$ cat config.mk
export PLATFORM = sky130hd
export DESIGN_NAME = reg_wb_scheduler_flat
export DESIGN_NICKNAME = d
export VERILOG_FILES = /design/src/rtl/cpu_pkg.sv /design/src/rtl/reg_wb_scheduler_if.sv /design/src/rtl/wb_fifo.sv /design/src/rtl/reg_wb_scheduler.sv /design/src/flat_wrapper.sv
export SDC_FILE = /design/constraint.sdc
export NUM_CORES = 1
export LEC_CHECK = 0
export BUFFER_PORTS_ARGS = -buffer_cell sky130_fd_sc_hd__buf_4
export CAP_MARGIN = 5
export CORE_ASPECT_RATIO = 1.5
export CORE_MARGIN = 1
export CORE_UTILIZATION = 54
export DETAILED_ROUTE_END_ITERATION = 8
export PLACE_DENSITY = 0.81
export SLEW_MARGIN = 10
export SYNTH_ARGS = -nofsm -noshare
export SYNTH_HDL_FRONTEND = slang
export SYNTH_SLANG_ARGS = --single-unit
$ cat constraint.sdc
create_clock -name clk -period 3.1 [get_ports clk]
set_input_delay 0.465 -clock clk [delete_from_list [all_inputs] [get_ports clk]]
set_output_delay 0.465 -clock clk [all_outputs]
set_load 0.005 [all_outputs]
$ cat src/rtl/cpu_pkg.sv
// Shared CPU definitions: register-file geometry and the writeback record.
package cpu_pkg;

  localparam int unsigned REG_AW = 5;
  localparam int unsigned XLEN   = 32;
  localparam int unsigned NREGS  = 1 << REG_AW;

  // One register-file write: {rd, data}, 37 bits.
  typedef struct packed {
    logic [REG_AW-1:0] rd;
    logic [XLEN-1:0]   data;
  } wb_rec_t;

endpackage

$ cat src/rtl/reg_wb_scheduler_if.sv
// Issue / writeback / long-unit / register-file bundle of reg_wb_scheduler.
//   master : CPU side (drives issue, pipeline writeback, long-unit results)
//   slave  : scheduler (drives stall, lu_ready, write port, busy, err)
interface reg_wb_scheduler_if;
  import cpu_pkg::*;

  logic              issue_valid;
  logic [REG_AW-1:0] issue_rs1;
  logic              issue_rs1_used;
  logic [REG_AW-1:0] issue_rs2;
  logic              issue_rs2_used;
  logic [REG_AW-1:0] issue_rd;
  logic              issue_long;
  logic              issue_stall;

  logic              wb_valid;
  logic [REG_AW-1:0] wb_rd;
  logic [XLEN-1:0]   wb_data;

  logic              lu_valid;
  logic              lu_ready;
  logic [REG_AW-1:0] lu_rd;
  logic [XLEN-1:0]   lu_data;

  logic              rf_wen;
  logic [REG_AW-1:0] rf_waddr;
  logic [XLEN-1:0]   rf_wdata;

  logic [NREGS-1:0]  busy;
  logic              err;

  modport master (
    output issue_valid, issue_rs1, issue_rs1_used, issue_rs2, issue_rs2_used,
           issue_rd, issue_long, wb_valid, wb_rd, wb_data,
           lu_valid, lu_rd, lu_data,
    input  issue_stall, lu_ready, rf_wen, rf_waddr, rf_wdata, busy, err
  );

  modport slave (
    input  issue_valid, issue_rs1, issue_rs1_used, issue_rs2, issue_rs2_used,
           issue_rd, issue_long, wb_valid, wb_rd, wb_data,
           lu_valid, lu_rd, lu_data,
    output issue_stall, lu_ready, rf_wen, rf_waddr, rf_wdata, busy, err
  );

endinterface

$ cat src/rtl/wb_fifo.sv
// Synchronous FIFO of writeback records.
//   clk, reset   : clock, async active-high reset (empties the FIFO)
//   i_push       : write i_push_rec (ignored when full)
//   i_pop        : drop the head entry (ignored when empty)
//   o_full_c     : no free slot (combinational from pointers)
//   o_empty_c    : no valid entry (combinational from pointers)
//   o_head_c     : oldest entry, valid when !o_empty_c
module wb_fifo
  import cpu_pkg::*;
#(
  parameter int unsigned DEPTH = 2
) (
  input  logic    clk,
  input  logic    reset,
  input  logic    i_push,
  input  wb_rec_t i_push_rec,
  input  logic    i_pop,
  output logic    o_full_c,
  output logic    o_empty_c,
  output wb_rec_t o_head_c
);

  localparam int unsigned IDX_W = $clog2(DEPTH);
  localparam int unsigned PTR_W = IDX_W + 1;

  wb_rec_t          r_mem [DEPTH];
  logic [PTR_W-1:0] r_wr_ptr;
  logic [PTR_W-1:0] r_rd_ptr;
  logic             w_do_push;
  logic             w_do_pop;

  // Extra pointer MSB distinguishes full from empty when indices match.
  assign o_empty_c = (r_wr_ptr == r_rd_ptr);
  assign o_full_c  = (r_wr_ptr[IDX_W] != r_rd_ptr[IDX_W]) &&
                     (r_wr_ptr[IDX_W-1:0] == r_rd_ptr[IDX_W-1:0]);
  assign o_head_c  = r_mem[r_rd_ptr[IDX_W-1:0]];

  assign w_do_push = i_push & ~o_full_c;
  assign w_do_pop  = i_pop  & ~o_empty_c;

  // Pointer update; wrap is implicit because DEPTH is a power of two.
  always_ff @(posedge clk or posedge reset) begin
    if (reset) begin
      r_wr_ptr <= '0;
      r_rd_ptr <= '0;
    end else begin
      if (w_do_push) r_wr_ptr <= r_wr_ptr + PTR_W'(1);
      if (w_do_pop)  r_rd_ptr <= r_rd_ptr + PTR_W'(1);
    end
  end

  // Storage needs no reset: entries are only read between push and pop.
  always_ff @(posedge clk) begin
    if (w_do_push) r_mem[r_wr_ptr[IDX_W-1:0]] <= i_push_rec;
  end

endmodule

$ cat src/rtl/reg_wb_scheduler.sv
// Register-file write-port scheduler and long-latency scoreboard.
//   clk, reset : clock, async active-high reset
//   bus        : slave side of reg_wb_scheduler_if
//                issue_*  -> issue_stall (RAW/WAW/outstanding-limit hold)
//                wb_*     : pipeline writeback, always owns the port
//                lu_*     : long-unit results, buffered in wb_fifo
//                rf_*     : single register-file write port
//                busy     : pending long-latency destinations
//                err      : sticky protocol error
module reg_wb_scheduler
  import cpu_pkg::*;
#(
  parameter int unsigned DEPTH   = 2,
  parameter int unsigned MAX_OUT = 4
) (
  input  logic              clk,
  input  logic              reset,
  reg_wb_scheduler_if.slave bus
);

  localparam int unsigned CNT_W = $clog2(MAX_OUT + 1);

  logic [NREGS-1:0] r_busy;
  logic [NREGS-1:0] w_busy_nxt;
  logic [CNT_W-1:0] r_cnt;
  logic [CNT_W-1:0] w_cnt_nxt;
  logic             r_err;
  logic             w_err_nxt;

  logic             w_full;
  logic             w_empty;
  wb_rec_t          w_head;
  wb_rec_t          w_push_rec;
  logic             w_lu_acc;
  logic             w_wb_take;
  logic             w_pop;
  logic             w_long_go;
  logic             w_stall;
  logic             w_cnt_max;

  // Hazard detection on the pre-edge scoreboard.
  assign w_cnt_max = (r_cnt == CNT_W'(MAX_OUT));
  assign w_stall   = bus.issue_valid &
                     ((bus.issue_rs1_used & r_busy[bus.issue_rs1]) |
                      (bus.issue_rs2_used & r_busy[bus.issue_rs2]) |
                      r_busy[bus.issue_rd] |
                      (bus.issue_long & w_cnt_max));
  assign w_long_go = bus.issue_valid & ~w_stall & bus.issue_long;

  // Port arbitration: pipeline first; an rd==0 head is dropped without the port.
  assign w_lu_acc   = bus.lu_valid & ~w_full;
  assign w_wb_take  = bus.wb_valid & (bus.wb_rd != '0);
  assign w_pop      = ~w_empty & (~w_wb_take | (w_head.rd == '0));
  assign w_push_rec = '{rd: bus.lu_rd, data: bus.lu_data};

  assign bus.lu_ready    = ~w_full;
  assign bus.issue_stall = w_stall;
  assign bus.busy        = r_busy;
  assign bus.err         = r_err;

  wb_fifo #(.DEPTH(DEPTH)) u_fifo (
    .clk        (clk),
    .reset      (reset),
    .i_push     (w_lu_acc),
    .i_push_rec (w_push_rec),
    .i_pop      (w_pop),
    .o_full_c   (w_full),
    .o_empty_c  (w_empty),
    .o_head_c   (w_head)
  );

  // Write-port mux.
  always_comb begin
    bus.rf_wen   = 1'b0;
    bus.rf_waddr = '0;
    bus.rf_wdata = '0;
    if (w_wb_take) begin
      bus.rf_wen   = 1'b1;
      bus.rf_waddr = bus.wb_rd;
      bus.rf_wdata = bus.wb_data;
    end else if (w_pop && (w_head.rd != '0)) begin
      bus.rf_wen   = 1'b1;
      bus.rf_waddr = w_head.rd;
      bus.rf_wdata = w_head.data;
    end
  end

  // Scoreboard, outstanding count and error next state; set wins over clear.
  always_comb begin
    w_busy_nxt = r_busy;
    w_cnt_nxt  = r_cnt;
    w_err_nxt  = r_err;
    if (w_pop) w_busy_nxt[w_head.rd] = 1'b0;
    if (w_long_go && (bus.issue_rd != '0)) w_busy_nxt[bus.issue_rd] = 1'b1;
    w_busy_nxt[0] = 1'b0;
    case ({w_long_go, w_pop})
      2'b10:   w_cnt_nxt = r_cnt + CNT_W'(1);
      2'b01:   w_cnt_nxt = r_cnt - CNT_W'(1);
      default: w_cnt_nxt = r_cnt;
    endcase
    if (bus.wb_valid && r_busy[bus.wb_rd]) w_err_nxt = 1'b1;
    if (w_lu_acc && (bus.lu_rd != '0) && !r_busy[bus.lu_rd]) w_err_nxt = 1'b1;
    if (w_lu_acc && (r_cnt == '0)) w_err_nxt = 1'b1;
  end

  always_ff @(posedge clk or posedge reset) begin
    if (reset) begin
      r_busy <= '0;
      r_cnt  <= '0;
      r_err  <= 1'b0;
    end else begin
      r_busy <= w_busy_nxt;
      r_cnt  <= w_cnt_nxt;
      r_err  <= w_err_nxt;
    end
  end

endmodule

$ cat src/flat_wrapper.sv
// flat-port wrapper written by rule: the top's interface ports become plain ports
module reg_wb_scheduler_flat import cpu_pkg::*;
#(
  parameter int unsigned DEPTH   = 2,
  parameter int unsigned MAX_OUT = 4
)
  (clk, reset, bus_issue_valid, bus_issue_rs1, bus_issue_rs1_used, bus_issue_rs2, bus_issue_rs2_used, bus_issue_rd, bus_issue_long, bus_wb_valid, bus_wb_rd, bus_wb_data, bus_lu_valid, bus_lu_rd, bus_lu_data, bus_issue_stall, bus_lu_ready, bus_rf_wen, bus_rf_waddr, bus_rf_wdata, bus_busy, bus_err);
  reg_wb_scheduler_if bus_i ();
  input  logic clk;
  input  logic reset;
  input wire logic [$bits(bus_i.issue_valid)-1:0] bus_issue_valid;
  input wire logic [$bits(bus_i.issue_rs1)-1:0] bus_issue_rs1;
  input wire logic [$bits(bus_i.issue_rs1_used)-1:0] bus_issue_rs1_used;
  input wire logic [$bits(bus_i.issue_rs2)-1:0] bus_issue_rs2;
  input wire logic [$bits(bus_i.issue_rs2_used)-1:0] bus_issue_rs2_used;
  input wire logic [$bits(bus_i.issue_rd)-1:0] bus_issue_rd;
  input wire logic [$bits(bus_i.issue_long)-1:0] bus_issue_long;
  input wire logic [$bits(bus_i.wb_valid)-1:0] bus_wb_valid;
  input wire logic [$bits(bus_i.wb_rd)-1:0] bus_wb_rd;
  input wire logic [$bits(bus_i.wb_data)-1:0] bus_wb_data;
  input wire logic [$bits(bus_i.lu_valid)-1:0] bus_lu_valid;
  input wire logic [$bits(bus_i.lu_rd)-1:0] bus_lu_rd;
  input wire logic [$bits(bus_i.lu_data)-1:0] bus_lu_data;
  output wire logic [$bits(bus_i.issue_stall)-1:0] bus_issue_stall;
  output wire logic [$bits(bus_i.lu_ready)-1:0] bus_lu_ready;
  output wire logic [$bits(bus_i.rf_wen)-1:0] bus_rf_wen;
  output wire logic [$bits(bus_i.rf_waddr)-1:0] bus_rf_waddr;
  output wire logic [$bits(bus_i.rf_wdata)-1:0] bus_rf_wdata;
  output wire logic [$bits(bus_i.busy)-1:0] bus_busy;
  output wire logic [$bits(bus_i.err)-1:0] bus_err;
  assign bus_i.issue_valid = bus_issue_valid;
  assign bus_i.issue_rs1 = bus_issue_rs1;
  assign bus_i.issue_rs1_used = bus_issue_rs1_used;
  assign bus_i.issue_rs2 = bus_issue_rs2;
  assign bus_i.issue_rs2_used = bus_issue_rs2_used;
  assign bus_i.issue_rd = bus_issue_rd;
  assign bus_i.issue_long = bus_issue_long;
  assign bus_i.wb_valid = bus_wb_valid;
  assign bus_i.wb_rd = bus_wb_rd;
  assign bus_i.wb_data = bus_wb_data;
  assign bus_i.lu_valid = bus_lu_valid;
  assign bus_i.lu_rd = bus_lu_rd;
  assign bus_i.lu_data = bus_lu_data;
  assign bus_issue_stall = bus_i.issue_stall;
  assign bus_lu_ready = bus_i.lu_ready;
  assign bus_rf_wen = bus_i.rf_wen;
  assign bus_rf_waddr = bus_i.rf_waddr;
  assign bus_rf_wdata = bus_i.rf_wdata;
  assign bus_busy = bus_i.busy;
  assign bus_err = bus_i.err;
  reg_wb_scheduler #(.DEPTH(DEPTH), .MAX_OUT(MAX_OUT)) u_core (.clk(clk), .reset(reset), .bus(bus_i));
endmodule
==> flow_metrics.py <==
metrics = {
    "cells_and_area": {
        "fin_nets": 844,
        "area_growth_pct": 35.24,
        "filler_cell_count": 766,
        "antenna_cells": 0,
        "final_util": 0.7536,
        "drive_gt1_frac": 0.3681,
        "post-route-cell-area_sq_um": 8735,
    },
    "synthesis": {
        "synthArstFlopShare": 0.3451,
        "synth_area_per_cell_sq_um": 11.62,
        "synth-edff-count": 74,
        "postSynthCellCount": 556,
        "synth_seq_area_share": 0.4952,
        "synth_cell_types": 57,
        "synth_ff_type": "edfxtp_1",
        "synth_nets": 655,
        "ys.warnings.count": 0,
        "synth_seq_cells": 113,
        "netlist_area_sq_um": 6459,
    },
    "sta": {
        "tightest_slew_ns": 0.9024,
        "finClkSkew_ns": 0.007715,
        "finalSetupViolations": 0,
        "rsz0062_at_grt": "false",
        "final-max-slew-violation-count": 0,
        "fmax_mhz": 334.9,
        "period_needed_ns": 2.986,
        "slew_headroom": 0.3984,
        "finalWorstSetupSlack_ns": 0.1137,
        "tns_ns": 0,
        "hold_viol": 0,
        "finalCritPeriodShare": 0.9633,
    },
    "grt": {
        "first_global_vias": 5968,
        "grt_usage": 0.3582,
        "grt_max_degree": 39,
        "antenna_found_initial": 0,
        "grt_overflow": 0,
        "grt_first_pass_wirelength_um": 32370,
    },
    "drt": {
        "drt_pass1_iterations": 6,
        "wl_per_cell_um": 23.94,
        "dr_wl_met2_um": 10890,
        "drtAntennaViolNets": 0,
        "drc_errors": 0,
        "drt-total-wl_um": 21740,
        "top_layer": "met4",
        "via_per_inst": 6.584,
        "dr.first_iter.drc_count": 721,
        "dr_wl_met3_um": 1841,
        "routed-via-count": 5978,
        "wl_met1_um": 7349,
    },
    "floorplan": {
        "row_count": 48,
        "die_w_um": 91.30,
        "core_sq_um": 11590,
        "pin_count": 170,
        "die_y_um": 135.9,
        "die-area_sq_um": 12410,
        "start_util": 0.5572,
    },
    "worst_setup_path": {
        "critPathMaxStageDelay_ns": 0.59,
        "crit_path_end_kind": "output port",
        "crit_buf_inv": 2,
        "cp.required_ns": 2.63,
        "crit_type": "flop to output port",
        "critPathSlowestCell": "dfrtp_4",
        "crit_arrival_ns": 2.52,
        "timing.critical_path.cells": "nor3b_1 > o21ai_0 > nor2_1 > or3_1 > buf_12 > o21ai_0 > buf_4",
        "crit_top_cell": "o21ai_0",
        "startpoint_type": "flop",
        "critPathTopFamily": "simple AND/OR/NAND/NOR gates",
        "path_max_fanout": 34,
    },
    "power": {
        "pwr_density_cell_nw_per_um2": 930.4,
        "leakage_nw": 3.691,
        "peakVddDrop_uv": 765.3,
    },
    "placed_design": {
        "place_worst_setup_slack_ns": -0.02710,
        "hpwl_um": 15190,
        "dpl_cell_area_sq_um": 8055,
        "place_congestion": 0.9750,
        "io_buffers": 168,
    },
    "clock_tree": {
        "numClockSinks": 113,
        "root_buffer": "clkbuf_16",
        "cts_max_level": 4,
        "clock_latency_ns": 0.41,
        "clkTransAtPathRegs_ns": 0.06,
        "clk_path_buf_depth": 2,
        "post_cts_buffers": 0,
        "cts_buffers": 17,
        "cts_tree": "yes",
        "postCtsHoldBufs": 0,
    },
    "min_path": {
        "hold_path.class": "input port to asynchronous set/reset pin",
    },
    "run": {
        "maxCapViolations": 0,
    },
    "run_status": {
        "status": "completed",
    },
}
## area by class of cell
class / count / area, sq um / share of cell area
inverters: 12 / 45.04 / 0.005157
clock buffers: 21 / 460.4 / 0.05271
repair buffers: 210 / 1619 / 0.1854
multi-input cells: 391 / 3054 / 0.3497
flip-flops and latches: 113 / 3206 / 0.3670
clock inverters: 11 / 162.7 / 0.01862
well taps: 150 / 187.7 / 0.02149
## flip-flops by register name (all words and copies together) (netlist names)
register and cells:
u_core.bus.busy 31, u_core.bus.err 1, u_core.r_cnt 3, u_core.u_fifo.r_mem 74, u_core.u_fifo.r_rd_ptr 2, u_core.u_fifo.r_wr_ptr 2
## power by group
part | internal (mW) | leakage, nW | switching, mW
Sequential | 2.19 | 1.19 | 0.467
Clock | 1.38 | 0.290 | 0.678
Combinational | 1.61 | 2.22 | 1.80
Total | 5.18 | 3.69 | 2.95
## synth_stat cells, types with 2 or more instances
cell type	number	area (sq um)
a21oi_1	4	20.02
a22oi_1	7	52.55
a311oi_1	3	26.28
a32o_1	2	20.02
a32oi_1	2	17.52
and3_1	3	18.77
and3b_1	2	17.52
buf_2	11	55.05
buf_6	2	22.52
clkbuf_1	25	93.84
dfrtp_1	39	975.9
edfxtp_1	74	2222
inv_1	12	45.04
mux2_2	5	56.30
mux2i_1	71	710.7
mux4_2	25	563.0
nand2_1	61	229.0
nand2b_1	6	37.54
nand3_1	17	85.08
nand3b_1	4	30.03
nand4_1	3	18.77
nor2_1	13	48.80
nor2b_1	8	50.05
nor3_1	5	25.02
nor3b_1	6	45.04
o211ai_1	2	15.01
o21a_1	2	15.01
o21ai_0	68	340.3
o221ai_1	2	17.52
o311ai_0	2	17.52
o31ai_1	24	180.2
o41ai_1	11	96.34
or3_1	3	18.77
or4_1	2	15.01
xnor2_1	4	35.03
xor2_1	5	43.79
## cells in the final DEF (no fill, tap or decap), types with 5 or more instances in the layout
cell       Yosys  layout
buf_4          1     207
edfxtp_1      74      74
mux2i_1       71      70
o21ai_0       68      68
nand2_1       61      61
dfrtp_1       39      35
mux4_2        25      25
o31ai_1       24      24
clkbuf_16      0      18
nand3_1       17      17
inv_1         12      12
nor2_1        13      12
o41ai_1       11      11
nor2b_1        8       8
a22oi_1        7       7
nor3b_1        6       6
nand2b_1       6       6
xor2_1         5       5
nor3_1         5       5
mux2_2         5       5
## path summary, 6_finish.rpt
check / start / slack [ns] / to / cells after the start
max in group asynchronous: reset / 2.22 / u_core.bus.busy[8]$_DFF_PP0_ / 3
worst max register to register: u_core.bus.busy[3]$_DFF_PP0_ / 0.14 / u_core.r_cnt[2]$_DFFE_PP0P_ / 12
min in group clk: bus_lu_data[10] / 0.24 / u_core.u_fifo.r_mem[1][10]$_DFFE_PP_ / 1
worst min register to register: u_core.u_fifo.r_rd_ptr[1]$_DFFE_PP0P_ / 0.51 / u_core.u_fifo.r_rd_ptr[1]$_DFFE_PP0P_ / 1
worst min-delay path: reset / 0.20 / u_core.r_cnt[0]$_DFFE_PP0P_ / 2
worst max-delay path: u_core.u_fifo.r_rd_ptr[0]$_DFFE_PP0P_ / 0.11 / bus_rf_wdata[22] / 7
## metal layers
layer	GRT usage	up-vias
met5	0	-
met2	0.6069	462
met1	0.3906	2864
met3	0.06879	113
li1	-	2539
met4	0.2928	0
## cell families after synthesis
group | after synthesis | share of synthesized area
fa+ha+maj | 2 | 0.005037
other cells | 1 | 0.0005806
compound gates | 142 | 0.1424
simple gates | 136 | 0.1034
xor+xnor | 9 | 0.01220
flops | 113 | 0.4952
mux | 101 | 0.2059
buf+inv | 52 | 0.03526
## through the flow
stage	hold WS (ns)	instances	power (mW)
after floorplan	0.4607	556	4.227
after global placement	0.4804	875	5.800
after detailed placement	0.4967	875	5.923
after CTS	0.2103	907	8.029
after global routing	0.2276	908	8.436
final	0.2010	908	8.127
## timing repair
item                                    in CTS  in global routing
pin swaps                                    0                  1
endpoints found under the setup margin       1                 36
gates resized for setup                      5                  5
gates cloned                                 0                  1
Note: power is estimated with default switching activity, not from simulation.
